==> config.mk <==
export PLATFORM = sky130hd
export DESIGN_NAME = fp_align_shifter_flat
export DESIGN_NICKNAME = d
export VERILOG_FILES = /design/src/rtl/fp_pkg.sv /design/src/rtl/fp_align_shifter_if.sv /design/src/rtl/fp_shift_step.sv /design/src/rtl/fp_align_shifter.sv /design/src/flat_wrapper.sv
export SDC_FILE = /design/constraint.sdc
export NUM_CORES = 1
export LEC_CHECK = 0
export ABC_CLOCK_PERIOD_IN_PS = 1700
export CORE_MARGIN = 4
export CORE_UTILIZATION = 43
export DETAILED_ROUTE_END_ITERATION = 12
export GPL_TIMING_DRIVEN = 0
export PLACE_DENSITY = 0.83
export SYNTH_ARGS = -nofsm -noshare
export SYNTH_HDL_FRONTEND = slang
export SYNTH_SLANG_ARGS = --single-unit
==> constraint.sdc <==
create_clock -name clk -period 1.7 [get_ports clk]
set_input_delay 0.255 -clock clk [delete_from_list [all_inputs] [get_ports clk]]
set_output_delay 0.255 -clock clk [all_outputs]
set_load 0.05 [all_outputs]
==> src/rtl/fp_pkg.sv <==
// ---------------------------------------------------------------------------
// fp_pkg
// Shared constants and types for the FP add/sub datapath.
//   FRAC_W       : fraction width (hidden + 23 fraction + guard/round/sticky)
//   EXP_W        : exponent width
//   SHIFT_RIGHT  : alignment shift, shifted-out bits fold into sticky
//   SHIFT_LEFT   : normalisation shift, zeros enter at the bottom
//   MAX_RSHIFT   : right shifts beyond this leave the result unchanged
//   MAX_LSHIFT   : left shifts beyond this leave the result all zeros
//   align_state_e: state encoding of fp_align_shifter
// ---------------------------------------------------------------------------
package fp_pkg;

    localparam int FRAC_W = 27;
    localparam int EXP_W  = 8;

    localparam logic SHIFT_RIGHT = 1'b0;
    localparam logic SHIFT_LEFT  = 1'b1;

    localparam int MAX_RSHIFT = 26;
    localparam int MAX_LSHIFT = 27;

    typedef enum logic [1:0] {
        ST_IDLE  = 2'd0,
        ST_SHIFT = 2'd1,
        ST_DONE  = 2'd2
    } align_state_e;

endpackage

==> src/rtl/fp_align_shifter_if.sv <==
// ---------------------------------------------------------------------------
// fp_align_shifter_if
// Request/result bundle between the FP adder control unit (master) and the
// alignment shifter (slave).
//   start       : request, honoured only while the shifter is idle
//   dir         : 0 = right shift with sticky, 1 = left shift
//   shift_qtt   : requested shift amount
//   frac_in     : fraction to shift
//   frac_out    : working/result fraction
//   busy        : shifter is shifting or signalling done
//   done        : one-cycle pulse, frac_out is final
//   shifts_done : shifts actually performed after clamping
// ---------------------------------------------------------------------------
interface fp_align_shifter_if #(
    parameter int FRAC_W = fp_pkg::FRAC_W,
    parameter int CNT_W  = 8
);
    logic              start;
    logic              dir;
    logic [CNT_W-1:0]  shift_qtt;
    logic [FRAC_W-1:0] frac_in;
    logic [FRAC_W-1:0] frac_out;
    logic              busy;
    logic              done;
    logic [CNT_W-1:0]  shifts_done;

    modport master (
        output start, dir, shift_qtt, frac_in,
        input  frac_out, busy, done, shifts_done
    );

    modport slave (
        input  start, dir, shift_qtt, frac_in,
        output frac_out, busy, done, shifts_done
    );
endinterface

==> src/rtl/fp_shift_step.sv <==
// ---------------------------------------------------------------------------
// fp_shift_step
// Combinational one-bit shift of a fraction.
//   dir_i  : 0 = right (bit shifted out is ORed into the sticky bit 0),
//            1 = left (zero enters at bit 0)
//   frac_i : fraction before the step
//   frac_o : fraction after the step
// ---------------------------------------------------------------------------
module fp_shift_step
    import fp_pkg::*;
#(
    parameter int W = fp_pkg::FRAC_W
) (
    input  logic         dir_i,
    input  logic [W-1:0] frac_i,
    output logic [W-1:0] frac_o
);

    // Select the shifted vector; the old sticky and the bit leaving bit 1
    // merge so the sticky never clears on a right shift.
    always_comb begin
        if (dir_i == SHIFT_LEFT) begin
            frac_o = {frac_i[W-2:0], 1'b0};
        end else begin
            frac_o = {1'b0, frac_i[W-1:2], frac_i[1] | frac_i[0]};
        end
    end

endmodule

==> src/rtl/fp_align_shifter.sv <==
// ---------------------------------------------------------------------------
// fp_align_shifter
// Multi-cycle fraction shifter: one shift per clock, then a done pulse.
//   clk   : clock, rising edge
//   rst_n : asynchronous active-low reset
//   bus   : slave side of fp_align_shifter_if (request in, result out)
// All outputs come straight from registers.
// ---------------------------------------------------------------------------
module fp_align_shifter #(
    parameter int FRAC_W = fp_pkg::FRAC_W,
    parameter int CNT_W  = 8
) (
    input  logic               clk,
    input  logic               rst_n,
    fp_align_shifter_if.slave  bus
);
    import fp_pkg::*;

    align_state_e      state_q, state_d;
    logic [FRAC_W-1:0] frac_q, frac_d, step_s;
    logic              dir_q, dir_d;
    logic [CNT_W-1:0]  cnt_q, cnt_d;
    logic [CNT_W-1:0]  shifts_q, shifts_d;
    logic [CNT_W-1:0]  clamp_s;
    logic              busy_q, busy_d;
    logic              done_q, done_d;

    // Shifts past the clamp cannot change the result, so never perform them.
    function automatic logic [CNT_W-1:0] clamp_count(
        input logic             d,
        input logic [CNT_W-1:0] q
    );
        logic [CNT_W-1:0] lim;
        if (d == SHIFT_LEFT) begin
            lim = CNT_W'(MAX_LSHIFT);
        end else begin
            lim = CNT_W'(MAX_RSHIFT);
        end
        return (q > lim) ? lim : q;
    endfunction

    assign clamp_s = clamp_count(bus.dir, bus.shift_qtt);

    fp_shift_step #(.W(FRAC_W)) u_step (
        .dir_i  (dir_q),
        .frac_i (frac_q),
        .frac_o (step_s)
    );

    // Next-state, datapath and output-flag decode.
    always_comb begin
        state_d  = state_q;
        frac_d   = frac_q;
        dir_d    = dir_q;
        cnt_d    = cnt_q;
        shifts_d = shifts_q;
        case (state_q)
            ST_IDLE: begin
                if (bus.start) begin
                    frac_d   = bus.frac_in;
                    dir_d    = bus.dir;
                    cnt_d    = clamp_s;
                    shifts_d = '0;
                    state_d  = (clamp_s == '0) ? ST_DONE : ST_SHIFT;
                end else begin
                    state_d  = ST_IDLE;
                end
            end
            ST_SHIFT: begin
                frac_d   = step_s;
                cnt_d    = cnt_q - CNT_W'(1'b1);
                shifts_d = shifts_q + CNT_W'(1'b1);
                // <= also catches an (unreachable) zero count so the FSM cannot stick.
                if (cnt_q <= CNT_W'(1'b1)) begin
                    state_d = ST_DONE;
                end else begin
                    state_d = ST_SHIFT;
                end
            end
            ST_DONE: begin
                state_d = ST_IDLE;
            end
            default: begin
                state_d = ST_IDLE;
            end
        endcase
        // Flags are decoded from the next state so they can be registered.
        busy_d = (state_d != ST_IDLE);
        done_d = (state_d == ST_DONE);
    end

    // State, datapath and output registers.
    always_ff @(posedge clk or negedge rst_n) begin
        if (!rst_n) begin
            state_q  <= ST_IDLE;
            frac_q   <= '0;
            dir_q    <= SHIFT_RIGHT;
            cnt_q    <= '0;
            shifts_q <= '0;
            busy_q   <= 1'b0;
            done_q   <= 1'b0;
        end else begin
            state_q  <= state_d;
            frac_q   <= frac_d;
            dir_q    <= dir_d;
            cnt_q    <= cnt_d;
            shifts_q <= shifts_d;
            busy_q   <= busy_d;
            done_q   <= done_d;
        end
    end

    assign bus.frac_out    = frac_q;
    assign bus.busy        = busy_q;
    assign bus.done        = done_q;
    assign bus.shifts_done = shifts_q;

endmodule

==> src/flat_wrapper.sv <==
// flat-port wrapper written by rule: the top's interface ports become plain ports
module fp_align_shifter_flat import fp_pkg::*;
#(
    parameter int FRAC_W = fp_pkg::FRAC_W,
    parameter int CNT_W  = 8
)
  (clk, rst_n, bus_start, bus_dir, bus_shift_qtt, bus_frac_in, bus_frac_out, bus_busy, bus_done, bus_shifts_done);
  fp_align_shifter_if #(.FRAC_W(FRAC_W), .CNT_W(CNT_W)) bus_i ();
  input  logic clk;
  input  logic rst_n;
  input wire logic [$bits(bus_i.start)-1:0] bus_start;
  input wire logic [$bits(bus_i.dir)-1:0] bus_dir;
  input wire logic [$bits(bus_i.shift_qtt)-1:0] bus_shift_qtt;
  input wire logic [$bits(bus_i.frac_in)-1:0] bus_frac_in;
  output wire logic [$bits(bus_i.frac_out)-1:0] bus_frac_out;
  output wire logic [$bits(bus_i.busy)-1:0] bus_busy;
  output wire logic [$bits(bus_i.done)-1:0] bus_done;
  output wire logic [$bits(bus_i.shifts_done)-1:0] bus_shifts_done;
  assign bus_i.start = bus_start;
  assign bus_i.dir = bus_dir;
  assign bus_i.shift_qtt = bus_shift_qtt;
  assign bus_i.frac_in = bus_frac_in;
  assign bus_frac_out = bus_i.frac_out;
  assign bus_busy = bus_i.busy;
  assign bus_done = bus_i.done;
  assign bus_shifts_done = bus_i.shifts_done;
  fp_align_shifter #(.FRAC_W(FRAC_W), .CNT_W(CNT_W)) u_core (.clk(clk), .rst_n(rst_n), .bus(bus_i));
endmodule
**Word level (Yosys, flattened, before mapping)**

Cells that the tools add are included.
W data, S select, Z words.

- Flip-flop bits (word level): 48
- Input bits: 39
- Word-level logic and storage cells: 34
- Output and inout port bits: 37

- Bitwise logic cells: 1
- $add $sub $neg: 2
- $lt $le $gt $ge: 2
- Reductions and logical operators: 6
- Muxes and demuxes: 13
- Equal/unequal tests: 3

Operators with widths:

| cell | number |
|---|---|
| $mux W27 | 2 |
| $pmux W27 S2 | 1 |
| $pmux W8 S2 | 2 |
| $mux W8 | 3 |
| $add A8 B1 Y8 const B | 1 |
| $gt A8 B8 Y1 | 1 |
| $le A8 B1 Y1 const B | 1 |
| $logic_not A8 Y1 | 1 |
| $sub A8 B1 Y8 const B | 1 |
| $mux W2 | 3 |
| $pmux W2 S2 | 1 |
| $reduce_and A2 Y1 | 2 |
| $reduce_bool A2 Y1 | 2 |
| $eq A2 B1 Y1 const B | 1 |
| $eq A2 B2 Y1 const B | 1 |
| $logic_not A2 Y1 | 1 |
| $ne A2 B2 Y1 const B | 1 |
| $mux W1 | 1 |
| $or A1 B1 Y1 | 1 |

**Depth between registers and ports, before layout**

- Depth after elaboration: 8
- Gate-level depth with buffers: 7

**By module**

From an unflattened synthesis, not the netlist that was laid out.

- Cells, all modules: 290
- Area, all modules: 2787.7 um^2

By module, submodules not included:

| module | sequential area each (um^2) | area each (um^2) | times used | cells an instance |
|---|---|---|---|---|
| fp_align_shifter | 1201.2 | 2376.0 | 1 | 260 |
| fp_shift_step | 0.0 | 411.6 | 1 | 30 |

**Worst setup path after synthesis**

No wires, ideal clock.

- Path type: register -> register
- From: register u_core.state_q[1]
- To: register u_core.cnt_q[5]
- Data arrival time: 1.616 ns
- Cell stages (with the launch flop): 8
- Path buffers: 3
- Path slack: -0.055 ns
- Library setup time: 0.140 ns
- Path through: dfrtp_1 buf_6 nand2b_4 clkbuf_2 or4_1 clkbuf_2 o311ai_0 o41ai_1

- Longest elaborated chain between the ends: 3
- Elaborated cells on any way between the ends: 6

RTL lines:

| what | line | RTL |
|---|---|---|
| start: declaration | fp_align_shifter.sv:19 | `align_state_e state_q, state_d;` |
| start signal: assignment | fp_align_shifter.sv:103 | `state_q <= state_d;` |
| $eq A2 B1 Y1 / $logic_not A2 Y1 (equally long branches) | fp_align_shifter.sv:57 | `case (state_q)` |
| $reduce_bool A2 Y1 (no line) / $ne A2 B2 Y1 (equally long branches) | - |  |
| $reduce_and A2 Y1 (no line) | - |  |
| end signal: assignment | fp_align_shifter.sv:106 | `cnt_q <= cnt_d;` |
| end: declaration | fp_align_shifter.sv:22 | `logic [CNT_W-1:0] cnt_q, cnt_d;` |

Several ways; a longest one is shown, not always the timed one.
A chain may end at the register's enable or synchronous reset.

**Final worst setup path**

- From: register u_core.cnt_q[3]
- To: register u_core.state_q[1]

- Longest elaborated chain between the ends: 3

RTL lines:

| what | line | RTL |
|---|---|---|
| $le A8 B1 Y1 | fp_align_shifter.sv:74 | `if (cnt_q <= CNT_W'(1'b1)) begin` |
| $mux W2 | fp_align_shifter.sv:74 |  |
| $pmux W2 S2 | fp_align_shifter.sv:57 |  |
| named net u_core.state_d[1] | fp_align_shifter.sv:19 |  |

The timed path passes the listed nets, and every way through them passes these cells.

==> flow_summary.ini <==
[outcome]
outcome = completed

[route]
postRouteAntennaNets = 0
detail_route.wl_per_cell_um = 15.8
route.final.wire_length_mm = 7.06
drt_pre_antenna_iters = 7
post-route-drc-count = 0
via_count = 2484
viasPerCell = 5.54
first_drt_iteration_drcs = 87

[synthesis]
synth_area_leader_cell = dfrtp_1
postSynth.asyncResetShare = 1.00
post-synth-top-area-fraction = 0.468
synth-main-ff-cell = dfrtp_1
ys.warnings.count = 0
synth.net_count = 330
syn-cell-area_um2 = 2570
synth-edff-count = 0
avgSynthCellArea_um2 = 8.95
synthesis.instances = 287
synth.area.top_cells = dfrtp_1 47%, mux2i_1 11%, o21ai_0 7.0%, a21oi_1 5.8%, nand2_1 5.6%
synth.ff_latch_count = 48
ys_seq_area_frac = 0.468
post_synth_cell_types = 37

[clocking]
tritoncts.num_buffers = 5
cts-root-buf = clkbuf_8
clk-insertion-delay-late_ns = 0.30
ctsLongestPathBuffers = 2
cts_max_level = 2
clock_transition_at_the_registers_of_the_reported_paths_ns = 0.09
cts_sinks = 48
cts_tree = built

[worst_setup_path]
cp_max_fo = 8
critPathLaunch = u_core.cnt_q[3]
worst-endpoint-arrival_ns = 1.90
critical_path_class = register to register
worstPathRequired_ns = 1.91
critical_path.reg2reg.startpoint = u_core.cnt_q[3]
worstSetupStartpointType = register
crit_path_end_kind = register
rr_worst_depth = 4

[pwr]
p_leak_uw = 0.00172
intPower_uw = 3740
share_of_power_burned_in_registers = 0.288
switching_share = 0.501
finalPower_uw = 7490
peakVddDrop_mv = 1.27
clockPowerShare = 0.127
power_switching_uw = 3750
combPwrFrac = 0.585
cellPowerDensity_nw_per_um2 = 2080

[sta]
timing.final.max_slew_violations = 0
max_freq_mhz = 594
final-hold-violation-count = 0
rsz_0062_raised_after_global_routing = yes
finClkSkew_ns = 0.00594
final.period_utilization = 0.990
worstMarginPinSlew_ns = 0.564
final_period_minus_worst_setup_slack_ns = 1.68
total_of_endpoints_with_negative_setup_slack_in_the_final_report = 0
slew_headroom = 0.624

[final_layout]
area_growth_syn_to_layout_pct = 40.4
design.final.nets = 419
diodes = 0
drive_gt1_frac = 0.106
finish.instance_area_um2 = 3610

[floorplanning]
die_height_um = 85.3
initial_utilization = 0.455
die_w_um = 85.3
core_area_um2 = 5640
rows = 27
die_area_um2 = 7270
ios = 76

[global_route]
number_of_global_route_vias_before_repair = 2371
grt_start_max_net_pins = 27
antenna_violations_before_repair = 0
globalRouteOverflowTotal = 0
grt.total_usage = 0.193
grt_first_pass_wirelength_mm = 11.4

[worst_hold_path]
whs_path_depth = 3
hold_start = bus_shift_qtt[0]
hold_path.class = input pin to register

[placement]
dp_hpwl_mm = 5.13
finalWeightedCongestion = 0.845
numPortBuffers = 75
placement.cell_area_um2 = 3420

[flow_run]
max_cap_viol_count = 0
-- registers in the layout, summed over array words and instances, names as in the netlist --
name,flops
u_core.state_q,2
u_core.dir_q,1
u_core.bus.frac_out,27
u_core.bus.busy,1
u_core.bus.done,1
u_core.bus.shifts_done,8
u_core.cnt_q,8
-- worst paths after layout --
check,slack [ns],to
setup / recovery,0.02,u_core.state_q[1]
hold / removal,0.36,u_core.cnt_q[0]
setup reg to reg,0.02,u_core.state_q[1]
hold reg to reg,0.49,u_core.bus.shifts_done[7]
max in group asynchronous,0.68,u_core.state_q[0]
min in group asynchronous,0.48,u_core.cnt_q[1]
-- cell type report --
cell class / count / area [um2]
Sequential cell: 48 / 1200
Clock inverter: 2 / 60.1
Multi-Input combinational cell: 212 / 1270
Inverter: 6 / 22.5
Fill cell: 518 / 2030
Timing Repair Buffer: 85 / 796
Buffer: 18 / 100
Tap cell: 72 / 90.1
Clock buffer: 5 / 68.8
-- placed cells by master, fill, tap and decap left out, types with 2 or more instances in the layout --
| cell | synthesis | routed |
|---|---|---|
| dfrtp_1 | 48 | 47 |
| mux2i_1 | 28 | 28 |
| bufinv_16 | 0 | 2 |
| mux2_2 | 2 | 2 |
| clkbuf_2 | 2 | 6 |
| clkbuf_1 | 14 | 5 |
| o311ai_1 | 0 | 2 |
| or2_2 | 2 | 2 |
| inv_1 | 6 | 6 |
| nand2b_1 | 3 | 2 |
| o41ai_1 | 2 | 2 |
| buf_4 | 0 | 11 |
| and3_1 | 2 | 2 |
| dlygate4sd2_1 | 0 | 36 |
| or3_1 | 2 | 2 |
| clkbuf_8 | 0 | 5 |
| o21ai_0 | 36 | 36 |
| o221ai_1 | 2 | 2 |
| nand3_1 | 4 | 4 |
| nor4_1 | 3 | 2 |
| nand4_1 | 3 | 3 |
| a21oi_1 | 30 | 30 |
| clkdlybuf4s50_1 | 0 | 36 |
| o211ai_1 | 2 | 2 |
| buf_2 | 3 | 3 |
| nor2_1 | 31 | 31 |
| nor3_1 | 2 | 2 |
| ha_1 | 4 | 4 |
| dlymetal6s2s_1 | 0 | 2 |
| nand2_1 | 38 | 38 |
-- power groups by stage --
stage	sequential, uW	clock, uW	combinational, uW
after floorplan	3300	0	1890
after global placement	2160	0	4330
after detailed placement	2180	0	4450
after CTS	2150	967	4340
after global routing	2240	1010	4760
final	2160	948	4380
-- worst max-delay path, cell delays in order, from the launching register on --
cell,delay (ns)
dfrtp_1,0.47
or4_1,0.62
nor4_2,0.31
nand2_1,0.10
o21ai_0,0.10
-- per-stage QoR --
stage	TNS, ns	hold WS (ns)	instances	util	worst slack, ns
2_1_floorplan	-0.0307	-0.0406	287	-	-0.0307
3_3_place_gp	-55.63	0.465	434	0.604	-1.00
3_5_place_dp	-8.48	0.278	435	0.607	-0.325
4_1_cts	-0.0146	0.481	448	0.635	-0.0146
5_1_grt	-0.160	0.416	448	0.639	-0.0693
6_report	0	0.359	448	0.639	0.0172
-- Yosys cell counts, drive strengths merged, types with 2 or more instances --
cell	n
o21ai	36
buf	5
nor2b	2
a21oi	30
o311ai	3
nor2	31
mux2	2
or3	2
o211ai	2
ha	4
inv	6
or2	2
or4	2
o221ai	2
o41ai	2
mux2i	28
and3	2
nand2b	4
nand4	3
nor4	3
dfrtp	48
clkbuf	16
nand3	4
nor3	2
nand2	38
-- kinds of logic (layout without fill, tap and decap cells) --
family / after synthesis / in the layout / synth area share
flip-flops: 48 / 48 / 0.468
multiplexers: 30 / 30 / 0.118
buffers and inverters: 27 / 116 / 0.0448
adder cells (fa/ha/maj): 4 / 4 / 0.0195
AND/OR/NAND/NOR: 97 / 97 / 0.172
AO/OA/AOI/OAI: 81 / 81 / 0.178
-- metal layers --
metal,routed length (um),global-route usage,up-vias
li1,-,-,1193
met1,3090,0.256,1195
met2,3410,0.319,92
met3,500,0.0398,4
met4,61,0.0561,0
met5,0,0,-
-- timing repair --
item | 4_1_cts | 5_1_grt
pin swaps | 1 | 3
cloned | 0 | 0
setup buffers | 6 | 2
resized for setup | 46 | 22
endpoints found under the hold margin | 22 | 0
hold buffers | 1 | 0
setup endpoints to repair | 58 | 35
(Power assumes the default switching activity.)
